===== src/rtl/surfboard_pkg.sv =====
// Shared FSM encoding and term-sequencing tables for the 2x2 matrix multiplier.
package surfboard_pkg;

  typedef enum logic [1:0] {
    IDLE = 2'd0,
    MAC  = 2'd1,
    DONE = 2'd2
  } state_e;

  localparam int NUM_TERMS = 8;

  // Term k feeds a[A_IDX[k]] * b[B_IDX[k]]; even k starts element k>>1, odd k finishes it.
  localparam logic [1:0] A_IDX [NUM_TERMS] = '{2'd0, 2'd1, 2'd0, 2'd1, 2'd2, 2'd3, 2'd2, 2'd3};
  localparam logic [1:0] B_IDX [NUM_TERMS] = '{2'd0, 2'd2, 2'd1, 2'd3, 2'd0, 2'd2, 2'd1, 2'd3};

endpackage


===== src/rtl/surfboard_mac.sv =====
// Single multiplier plus accumulator; acc shows the value the accumulator takes on this edge.
// Products and sums wrap modulo 2^W; SIGNED only selects how operands are interpreted.
module surfboard_mac #(
  parameter int W      = 16,
  parameter int SIGNED = 1
) (
  input  logic         clk,
  input  logic         rst_n,
  input  logic [W-1:0] x,
  input  logic [W-1:0] y,
  input  logic         load,
  input  logic         acc_en,
  output logic [W-1:0] acc
);

  logic [W-1:0] prod;
  logic [W-1:0] acc_q;
  logic [W-1:0] acc_d;

  generate
    if (SIGNED != 0) begin : g_signed
      assign prod = $signed(x) * $signed(y);
    end else begin : g_unsigned
      assign prod = x * y;
    end
  endgenerate

  assign acc_d = load ? prod : acc_q + prod;
  assign acc   = acc_d;

  always_ff @(posedge clk or negedge rst_n) begin
    if (!rst_n) begin
      acc_q <= '0;
    end else if (acc_en) begin
      acc_q <= acc_d;
    end
  end

endmodule


===== src/rtl/surfboard_seq.sv =====
// 2x2 matrix multiply C = A x B on one shared MAC; result valid 8 cycles after accept, held until out_ready.
// Optional handshake counter perf_cnt is built only when SURFBOARD_SEQ_PERF_EN is defined.
module surfboard_seq
  import surfboard_pkg::*;
#(
  parameter int W      = 16,
  parameter int SIGNED = 1
) (
  input  logic           clk,
  input  logic           rst_n,
  input  logic           in_valid,
  output logic           in_ready,
  input  logic [4*W-1:0] a,
  input  logic [4*W-1:0] b,
  output logic           out_valid,
  input  logic           out_ready,
  output logic [4*W-1:0] c,
`ifdef SURFBOARD_SEQ_PERF_EN
  output logic [31:0]    perf_cnt,
`endif
  output logic           busy
);

  state_e       state_q, state_d;
  logic [2:0]   k_q, k_d;
  logic [W-1:0] a_q [4];
  logic [W-1:0] b_q [4];
  logic [W-1:0] c_q [4];
  logic [W-1:0] mac_acc;
  logic         accept;
  logic         mac_step;

  assign in_ready  = (state_q == IDLE);
  assign out_valid = (state_q == DONE);
  assign busy      = (state_q != IDLE);
  assign accept    = in_valid && in_ready;
  assign mac_step  = (state_q == MAC);

  always_comb begin
    state_d = state_q;
    k_d     = k_q;
    case (state_q)
      IDLE: begin
        if (in_valid) begin
          state_d = MAC;
          k_d     = 3'd0;
        end
      end
      MAC: begin
        k_d = k_q + 3'd1;
        if (k_q == 3'(NUM_TERMS - 1)) begin
          state_d = DONE;
        end
      end
      DONE: begin
        if (out_ready) begin
          state_d = IDLE;
        end
      end
      default: begin
        state_d = IDLE;
        k_d     = 3'd0;
      end
    endcase
  end

  always_ff @(posedge clk or negedge rst_n) begin
    if (!rst_n) begin
      state_q <= IDLE;
      k_q     <= 3'd0;
      for (int e = 0; e < 4; e++) begin
        a_q[e] <= '0;
        b_q[e] <= '0;
        c_q[e] <= '0;
      end
    end else begin
      state_q <= state_d;
      k_q     <= k_d;
      if (accept) begin
        for (int e = 0; e < 4; e++) begin
          a_q[e] <= a[e*W +: W];
          b_q[e] <= b[e*W +: W];
        end
      end
      // Odd terms complete an element: the MAC output already holds the full sum.
      if (mac_step && k_q[0]) begin
        c_q[k_q[2:1]] <= mac_acc;
      end
    end
  end

  surfboard_mac #(
    .W      (W),
    .SIGNED (SIGNED)
  ) u_mac (
    .clk    (clk),
    .rst_n  (rst_n),
    .x      (a_q[A_IDX[k_q]]),
    .y      (b_q[B_IDX[k_q]]),
    .load   (~k_q[0]),
    .acc_en (mac_step),
    .acc    (mac_acc)
  );

  generate
    for (genvar e = 0; e < 4; e++) begin : g_c
      assign c[e*W +: W] = c_q[e];
    end
  endgenerate

`ifdef SURFBOARD_SEQ_PERF_EN
  logic [31:0] perf_q;

  always_ff @(posedge clk or negedge rst_n) begin
    if (!rst_n) begin
      perf_q <= '0;
    end else if (out_valid && out_ready && (perf_q != 32'hFFFF_FFFF)) begin
      perf_q <= perf_q + 32'd1;
    end
  end

  assign perf_cnt = perf_q;
`endif

endmodule


===== config.mk =====
export PLATFORM = sky130hd
export DESIGN_NAME = surfboard_seq
export DESIGN_NICKNAME = d
export VERILOG_FILES = /design/src/rtl/surfboard_pkg.sv /design/src/rtl/surfboard_mac.sv /design/src/rtl/surfboard_seq.sv
export SDC_FILE = /design/constraint.sdc
export NUM_CORES = 1
export LEC_CHECK = 0
export BUFFER_PORTS_ARGS = -buffer_cell sky130_fd_sc_hd__buf_2
export CAP_MARGIN = 0
export CORE_ASPECT_RATIO = 1.1
export CORE_MARGIN = 2
export CORE_UTILIZATION = 47
export CTS_CLUSTER_SIZE = 8
export DETAILED_ROUTE_END_ITERATION = 16
export PLACE_DENSITY = 0.68
export SYNTH_ARGS = -nofsm -noshare
export SYNTH_HDL_FRONTEND = slang
export SYNTH_SLANG_ARGS = --single-unit
export TNS_END_PERCENT = 20

===== constraint.sdc =====
create_clock -name clk -period 22.1 [get_ports clk]
set_input_delay 3.315 -clock clk [delete_from_list [all_inputs] [get_ports clk]]
set_output_delay 3.315 -clock clk [all_outputs]
set_load 0.01 [all_outputs]

### Yosys cells after proc, flatten, opt, wreduce, memory -nomap -nowiden

Memory sizes are Yosys's and may differ from the RTL's.
Index checks and enable logic that the tools add are counted.

* bits in registers: 213
* bits in read-only memories: 32
* input bits: 132
* output and inout bits: 67
* logic and storage cells: 63
* memories: 2

Memory list
* (name not given): words 8, bits a word 2, read ports 1, clocked after memory_dff 0, wr ports 0, RTL line surfboard_seq.sv:99 `.y (b_q[B_IDX[k_q]]),`
* (name not given): words 8, bits a word 2, read ports 1, clocked after memory_dff 0, wr ports 0, RTL line surfboard_seq.sv:98 `.x (a_q[A_IDX[k_q]]),`

* add/sub/neg operators: 2
* multiply operators: 1
* magnitude comparators: 5
* equal/unequal tests: 6
* muxes and demuxes: 20
* bitwise gates (word level): 5
* reductions and logical operators: 7

Operators with widths (count)
* 16-bit 2-to-1 mux: 6
* 16-bit binary-select mux with 2-bit select: 2
* 64-bit bitwise mux: 1
* 16-bit demux with 2-bit select: 1
* 16-bit adder: 1
* 16-bit by 16-bit multiplier with 16-bit output: 1
* 2-bit 2-to-1 mux: 7
* 3-bit >= comparator, second input constant: 3
* 2-bit inverter with 3-bit output: 3
* 3-bit one-hot mux with 3 select lines: 1
* 2-bit one-hot mux with 3 select lines: 1
* 4-bit >= comparator, second input constant: 1
* 2-bit by 1-bit != test with 1-bit output, second input constant: 2
* 3-bit inverter with 4-bit output: 1
* 3-bit by 1-bit adder with 3-bit output, second input constant: 1
* 3-bit == test, second input constant: 1
* 1-bit logical AND: 3
* 3-bit by 1-bit < comparator with 1-bit output, second input constant: 1
* 3-bit 2-to-1 mux: 1
* 3-bit AND reduction: 1
* 2-bit by 1-bit == test with 1-bit output, second input constant: 1
* 2-bit == test, second input constant: 1
* 2-bit zero test: 1
* 2-bit != test, second input constant: 1
* other kinds (3): 3

### Longest topological paths before layout

Gate-level depths: netlist (run 1).

* depth after elaboration: 12
* mapped depth: 36
* depth with buffers taken out: 31

### Hierarchy

A second synthesis (run 1) with hierarchy kept.

* cells, all modules: 1105
* area, all modules: 13818.3 um^2

By module, submodules not included
* surfboard_seq: instances 1, cells each 470, area each 8146.6 um^2, sequential area each 4929.7 um^2
* surfboard_mac: instances 1, cells each 635, area each 5671.7 um^2, sequential area each 400.4 um^2

### Least setup slack after synthesis (run 1)

Ideal clock, no wire load.

* path type: register to register
* start point: reg k_q[0]
* end point: reg c_q (netlist bit c[15])
* setup time: 0.142 ns
* data arrival time: 7.333 ns
* required time: 21.958 ns
* slack: 14.625 ns
* cell stages (with the launch flop): 33
* path buffers: 5
* clock period less this slack: 7.475 ns
* cell sequence: dfrtp_1 > buf_6 > buf_12 > buf_6 > buf_4 > mux4_2 > clkbuf_1 > nand2_1 > fa_1 > fa_1 > fa_1 > fa_1 > inv_1 > fa_1 > inv_1 > fa_1 > inv_1 > ha_1 > and3_1 > a21oi_1 > o21ai_0 > nor2_1 > xor2_1 > inv_1 > ha_1 > a21boi_0 > nand3_1 > o2111ai_1 > a21oi_1 > xnor2_1 > nand2_1 > xnor2_1 > a21oi_1

* word-level cells in the longest chain between the ends: 12
* elaborated cells between the ends (all ways): 20
* classes of those cells: add/sub (1); mul (1); mux (12); bitwise (3); reduce/logical (1); memory (2)

RTL lines
* start, declared: RTL line surfboard_seq.sv:25 `logic [2:0] k_q, k_d;`
* start signal, assigned: RTL line surfboard_seq.sv:78 `k_q <= k_d;`
* 3-bit inverter with 4-bit output (not written as such): RTL line surfboard_seq.sv:98, surfboard_seq.sv:99
* memory read 8 x 2 bit (on tied branches)
* 2-bit 2-to-1 mux (on tied branches) (2 in a row): RTL line surfboard_seq.sv:98, surfboard_seq.sv:99
* 2-bit inverter with 3-bit output (on tied branches): RTL line surfboard_seq.sv:98, surfboard_seq.sv:99
* 16-bit binary-select mux with 2-bit select (on tied branches): RTL line surfboard_seq.sv:98, surfboard_seq.sv:99
* 16-bit 2-to-1 mux (on tied branches) (2 in a row): RTL line surfboard_seq.sv:98, surfboard_seq.sv:99
* 16-bit by 16-bit multiplier with 16-bit output: RTL line surfboard_mac.sv:22 `assign prod = $signed(x) * $signed(y);`
* 16-bit adder: RTL line surfboard_mac.sv:28 `assign acc_d = load ? prod : acc_q + prod;`
* 16-bit 2-to-1 mux: RTL line surfboard_mac.sv:28
* 64-bit bitwise mux: RTL line surfboard_seq.sv:87 `c_q[k_q[2:1]] <= mac_acc;`
* end signal, assigned by index: RTL line surfboard_seq.sv:87
* end, declared: RTL line surfboard_seq.sv:28 `logic [W-1:0] c_q [4];`

Parallel ways exist; a longest one is shown, timed or not. The select of a mux whose other input is x is not followed.
A chain may end at the register's enable or synchronous reset.

### Final worst setup path (run 1)

Ends and elaborated chain as after synthesis.

==> results of run 1 <==
## cells by family (layout without fill, tap and decap cells)
logic type | count (synthesis) | in the layout
AO/OA/AOI/OAI | 126 | 126
buffers and inverters | 189 | 376
other | 0 | 1
adder cells (fa/ha/maj) | 159 | 159
flip-flops | 213 | 213
XOR/XNOR | 53 | 53
AND/OR/NAND/NOR | 265 | 265
multiplexers | 180 | 180
## tightest hold or removal path, cell delays in order (launching register included)
cell     delay [ps]
dfrtp_1         330
nand2_1          40
o21ai_0          60
## per-stage QoR
| stage | instances | setup WS [ps] | instance area (um^2) | util | hold WS, ps |
|---|---|---|---|---|---|
| after floorplan | 1185 | 14620 | 13500 | - | 456 |
| after global placement | 1706 | 13870 | 14800 | 0.518 | 456 |
| after detailed placement | 1706 | 13730 | 14800 | 0.518 | 465 |
| after CTS | 1740 | 13720 | 15600 | 0.546 | 476 |
| after global routing | 1740 | 13140 | 15600 | 0.546 | 507 |
| final | 1741 | 13790 | 15600 | 0.546 | 469 |
## path summary, 6_finish.rpt
kind / from / end / slack [ps] / cells after the start
min: c[41] / c[41] / 470 / 2
max: k_q[0] / c[15] / 13790 / 29
min in group asynchronous: rst_n / b_q[39] / 2830 / 1
max in group asynchronous: rst_n / k_q[0] / 17250 / 3
min reg2reg: c[41] / c[41] / 470 / 2
max reg2reg: k_q[0] / c[15] / 13790 / 29
## cell type report
type | count | area, um^2 | share of cell area
diodes | 1 | 2.50 | 0.000160
multi-input cells | 783 | 7430 | 0.477
flip-flops and latches | 213 | 5330 | 0.342
clock buffers | 33 | 772 | 0.0495
clock inverters | 1 | 30.0 | 0.00193
inverters | 137 | 514 | 0.0330
well taps | 368 | 460 | 0.0295
repair buffers | 205 | 1050 | 0.0675
## registers in the layout, indices dropped and copies added (netlist names)
signal and count:
c 64, a_q 64, k_q 3, state_q 2
u_mac.acc_q 16, b_q 64
## Yosys cell counts (all sizes together) (2+ instances only)
cell      n  area [um^2]
clkbuf   41          154
a21o      8         60.1
xor2     14          138
mux4     32          721
mux2    140         1580
buf      11          104
nand2   138          523
nor3      5         25.0
nor2     22         82.6
mux2i     8         80.1
a21oi    22          110
xnor2    38          333
inv     137          514
nor2b     4         25.0
nand2b    3         18.8
o21ai    73          365
and3      2         12.5
fa       80         1600
a22o      2         17.5
dfrtp   213         5330
o21a      4         30.0
o21bai    5         37.5
and2     83          519
ha       79          988
nand3     4         20.0
## metal layers
metal / track usage / wire length [um] / vias up
met4: 0.0532 / 631 / 4
met2: 0.341 / 14900 / 220
met3: 0.0423 / 1750 / 48
li1: - / - / 4251
met1: 0.278 / 13400 / 4525
met5: 0 / 21 / -
## placed cells by master, fill, tap and decap left out, types with 2 or more instances in the layout
master and n:
fa_1 80, clkbuf_1 2, a22o_1 2, ha_1 79
clkbuf_8 2, nand2b_1 3, nand3_1 4, o21a_1 4
mux2_2 140, nor2b_1 4, nor3_1 5, clkbuf_16 30
nand2_1 136, xor2_2 2, nor2_1 22, buf_2 197
and2_1 82, o21ai_0 73, xor2_1 12, and3_1 2
a21oi_1 22, buf_4 7, inv_1 137, nand2_2 2
mux2i_1 8, mux4_2 32, o21bai_1 5, dfrtp_1 212
a21o_1 8, xnor2_1 38
==> results.json, run 1 <==
{
  "antenna_left": 0,
  "synth.distinct_cells": 48,
  "synthAdderAreaFrac": 0.191,
  "hp-class": "reg -> reg",
  "die_x_um": 166,
  "initial_utilization": 0.474,
  "drt_iter0_drc": 516,
  "slowest_delay_ps": 700,
  "cts.sinks": 213,
  "synth_nets": 1476,
  "drc": 0,
  "crit_family": "adder cells",
  "fillers": 2487,
  "worstMarginPinSlew_ps": 1000,
  "muxShareOfSynthArea": 0.176,
  "synth_xor_area_frac": 0.0364,
  "ys.flop_type": "dfrtp_1",
  "fp-row-count": 65,
  "worst-path-buf-inv": 6,
  "drive_gt1_frac": 0.303,
  "relSlewSlack": 0.326,
  "rsz0062_at_grt": "false",
  "cts.htree.levels": 1,
  "area_delta_synth_final_pct": 15.2,
  "crit_slowest_cell": "mux4_2",
  "outcome": "complete, no violations",
  "yosys_warnings": 0,
  "max-clock-path-buffers": 3,
  "wire_per_inst_um": 17.6,
  "path_class": "reg -> reg",
  "final_net_count": 1661,
  "cp-end-kind": "register",
  "dieArea_mm2": 0.0302,
  "cts_made_buffers": 30,
  "finalCritPeriodShare": 0.376,
  "synth-seq-cells": 213,
  "worstSetupStartpointType": "register",
  "hold_viol": 0,
  "grt_usage": 0.206,
  "synth_area_mm2": 0.0135,
  "gp_congestion": 0.830,
  "grt_pass1_wl_um": 50100,
  "synthCells": 1185,
  "root_buffer": "clkbuf_16",
  "vias_per_cell": 5.20,
  "numPortBuffers": 198,
  "postSynth.asyncResetShare": 1.00,
  "arrival_ps": 8730,
  "cts_setup_buffers": 0,
  "clk-insertion-delay-late_ps": 570,
  "skew_ps": 26.7,
  "clkSlewWorstSetupHoldPaths_ps": 50,
  "num_vias": 9048,
  "crit_fanout": 50,
  "antenna_found_initial": 3,
  "crit_top_cell": "fa_1",
  "grt_pass1_vias": 9516,
  "fmax_mhz": 120,
  "cts-resized-gates": 0,
  "tns_ps": 0,
  "core_area_mm2": 0.0285,
  "wl_um": 30700,
  "drt_pass1_iterations": 4,
  "grt_max_degree": 110,
  "cap_violations": 0,
  "overflow": 0,
  "cts_hold_buffers": 0,
  "synth_top_family_by_area": "adder cells",
  "final.min_clock_period_ps": 8310,
  "dp_hpwl_um": 23200,
  "yosys.area_share.simple": 0.0926,
  "slew_violations": 0,
  "ys_seq_area_frac": 0.394,
  "die_h_um": 182,
  "synth_compound_area_frac": 0.0531,
  "cts_tree": "built",
  "num_io_pins": 199,
  "synth_edf_count": 0,
  "synth_area_per_cell_um2": 11.4,
  "setup_viol": 0,
  "worstPathRequired_ps": 22520
}
Power of run 1 is not shown: default switching activity piles up to over one toggle a cycle in this logic, so the estimate is an artifact.
==> run 2, diff against run 1 <==
--- a/config.mk
+++ b/config.mk
@@ -12,7 +12,7 @@
 export CORE_UTILIZATION = 47
 export CTS_CLUSTER_SIZE = 8
 export DETAILED_ROUTE_END_ITERATION = 16
-export PLACE_DENSITY = 0.68
+export PLACE_DENSITY = 0.7
 export SYNTH_ARGS = -nofsm -noshare
 export SYNTH_HDL_FRONTEND = slang
 export SYNTH_SLANG_ARGS = --single-unit
==> constraint.sdc (replaced) <==
create_clock -name clk -period 7.3 [get_ports clk]
set_input_delay 1.095 -clock clk [delete_from_list [all_inputs] [get_ports clk]]
set_output_delay 1.095 -clock clk [all_outputs]
set_load 0.01 [all_outputs]
==> run 2 against run 1 <==
  * Routed wire length grew 3.3%
  * Fmax grew 17%
  * Setup slack lost 14000 ps
  * Final cell count grew 3.3%
  * Worst hold slack gained 3.3 ps
  * Sequential share of layout area shrank 1.3 points
  * Highest routed layer unchanged
  * Via count grew 2.9%
  * Clock-buffer cell count shrank 1
  * Flip-flop and latch count is the same
==> results.json, run 2 (synthesis results as in run 1) <==
{
  "regToRegStartpoint": "k_q[0]",
  "cp-end-kind": "register",
  "max-clock-path-buffers": 3,
  "hp-class": "reg -> reg",
  "drt_iter0_drc": 496,
  "hold_viol": 0,
  "gp_congestion": 0.895,
  "wl_um": 31700,
  "outcome": "complete, no violations",
  "antenna_found_initial": 4,
  "crit_slowest_cell": "fa_1",
  "grt_usage": 0.211,
  "holdCritStartpoint": "c[24]",
  "fin_area_mm2": 0.0162,
  "grt_max_degree": 88,
  "cts_tree": "built",
  "postLayoutCoreUtil": 0.569,
  "slowest_delay_ps": 530,
  "numPortBuffers": 198,
  "slew_violations": 0,
  "dieArea_mm2": 0.0302,
  "clk-insertion-delay-late_ps": 570,
  "clkSlewWorstSetupHoldPaths_ps": 50,
  "final_common_cell": "dfrtp_1",
  "drive_gt1_frac": 0.355,
  "drc": 0,
  "cts.htree.levels": 1,
  "num_io_pins": 199,
  "cts.sinks": 213,
  "post_dp_cell_area_mm2": 0.0152,
  "crit_top_cell": "inv_1",
  "place_ws_ps": -173,
  "arrival_ps": 7600,
  "postLayoutSetupSlackWorst_ps": 194,
  "final_net_count": 1720,
  "worstMarginPinSlew_ps": 1090,
  "antenna_left": 0,
  "cts_made_buffers": 30,
  "startpoint": "k_q[0]",
  "initial_utilization": 0.474,
  "worstSetupStartpointType": "register",
  "rsz0062_at_grt": "true",
  "overflow": 0,
  "fp-row-count": 65,
  "path_class": "reg -> reg",
  "fmax_mhz": 141,
  "dp_hpwl_um": 24400,
  "crit_fanout": 8,
  "die_x_um": 166,
  "core_area_mm2": 0.0285,
  "drt_pass1_iterations": 5,
  "hold_ws_ps": 472,
  "area_delta_synth_final_pct": 19.9,
  "grt_pass1_vias": 9983,
  "root_buffer": "clkbuf_16",
  "layout_common_cells": "dfrtp_1 (211), buf_2 (197), mux2_2 (138)",
  "grt_pass1_wl_um": 51700,
  "setup_viol": 0,
  "relSlewSlack": 0.277,
  "num_vias": 9312,
  "vias_per_cell": 5.18,
  "cap_violations": 0,
  "final.min_clock_period_ps": 7110,
  "cts_hold_buffers": 0,
  "skew_ps": 35.5,
  "fillers": 2359,
  "finalCritPeriodShare": 0.973,
  "worstPathRequired_ps": 7800,
  "die_h_um": 182,
  "wire_per_inst_um": 17.6
}
run 2: cell count changes in the layout (fill, tap and decap cells not counted), moves of 4 or more:
cell     before  now
ha_4          0    4
and2_1       82   78
a21oi_2       0    4
fa_1         80   76
inv_1       137  132
buf_4         7   60
ha_1         79   75
a21oi_1      22   18
and2_4        1    5
fa_2          0    4
inv_2         0    5
run 2: final cells by class:
cell class,instances,area (um^2),area share
antenna,1,2.50,0.000154
sequential,213,5330,0.329
clock inverter,1,16.3,0.00100
inverter,137,514,0.0317
tap,368,460,0.0284
timing repair buffer,264,1540,0.0951
clock buffer,32,768,0.0473
multi-input combinational,783,7590,0.468
run 2: repair_timing:
action / in CTS / in global routing
gates cloned: 0 / 0
endpoints found under the setup margin: 11 / 15
setup buffers: 4 / 5
gates resized for setup: 7 / 36
pin swaps: 3 / 18
run 2: worst max-delay path: cells and delay by family (launching register included):
kind	cells	cell delay, ps
AND/OR/NAND/NOR	2	290
AO/OA/AOI/OAI	9	1490
flip-flops	1	430
adder cells (fa/ha/maj)	8	2970
buffers and inverters	10	940
XOR/XNOR	1	220
multiplexers	2	710
run 2: metrics by stage:
stage	setup TNS (ps)	instances
2_1_floorplan	0	1185
3_3_place_gp	-45.3	1756
3_5_place_dp	-1130	1756
4_1_cts	0	1793
5_1_grt	-119	1799
6_report	0	1799
run 2: per-layer routing:
metal	share of wire	vias up	GRT usage
li1	-	4380	-
met1	0.44	4655	0.280
met2	0.47	209	0.342
met3	0.062	64	0.0549
met4	0.030	4	0.0668
met5	0.00066	-	0
run 2: worst paths after layout:
kind,endpoint,slack (ps),cells after the start
worst max-delay path,u_mac.acc_q[14],190,32
worst min-delay path,c[24],470,2
worst max register to register,u_mac.acc_q[14],190,32
worst min register to register,c[24],470,2
max in group asynchronous,b_q[13],5360,2
min in group asynchronous,a_q[48],500,1
Power of run 2 is left out for the same reason.
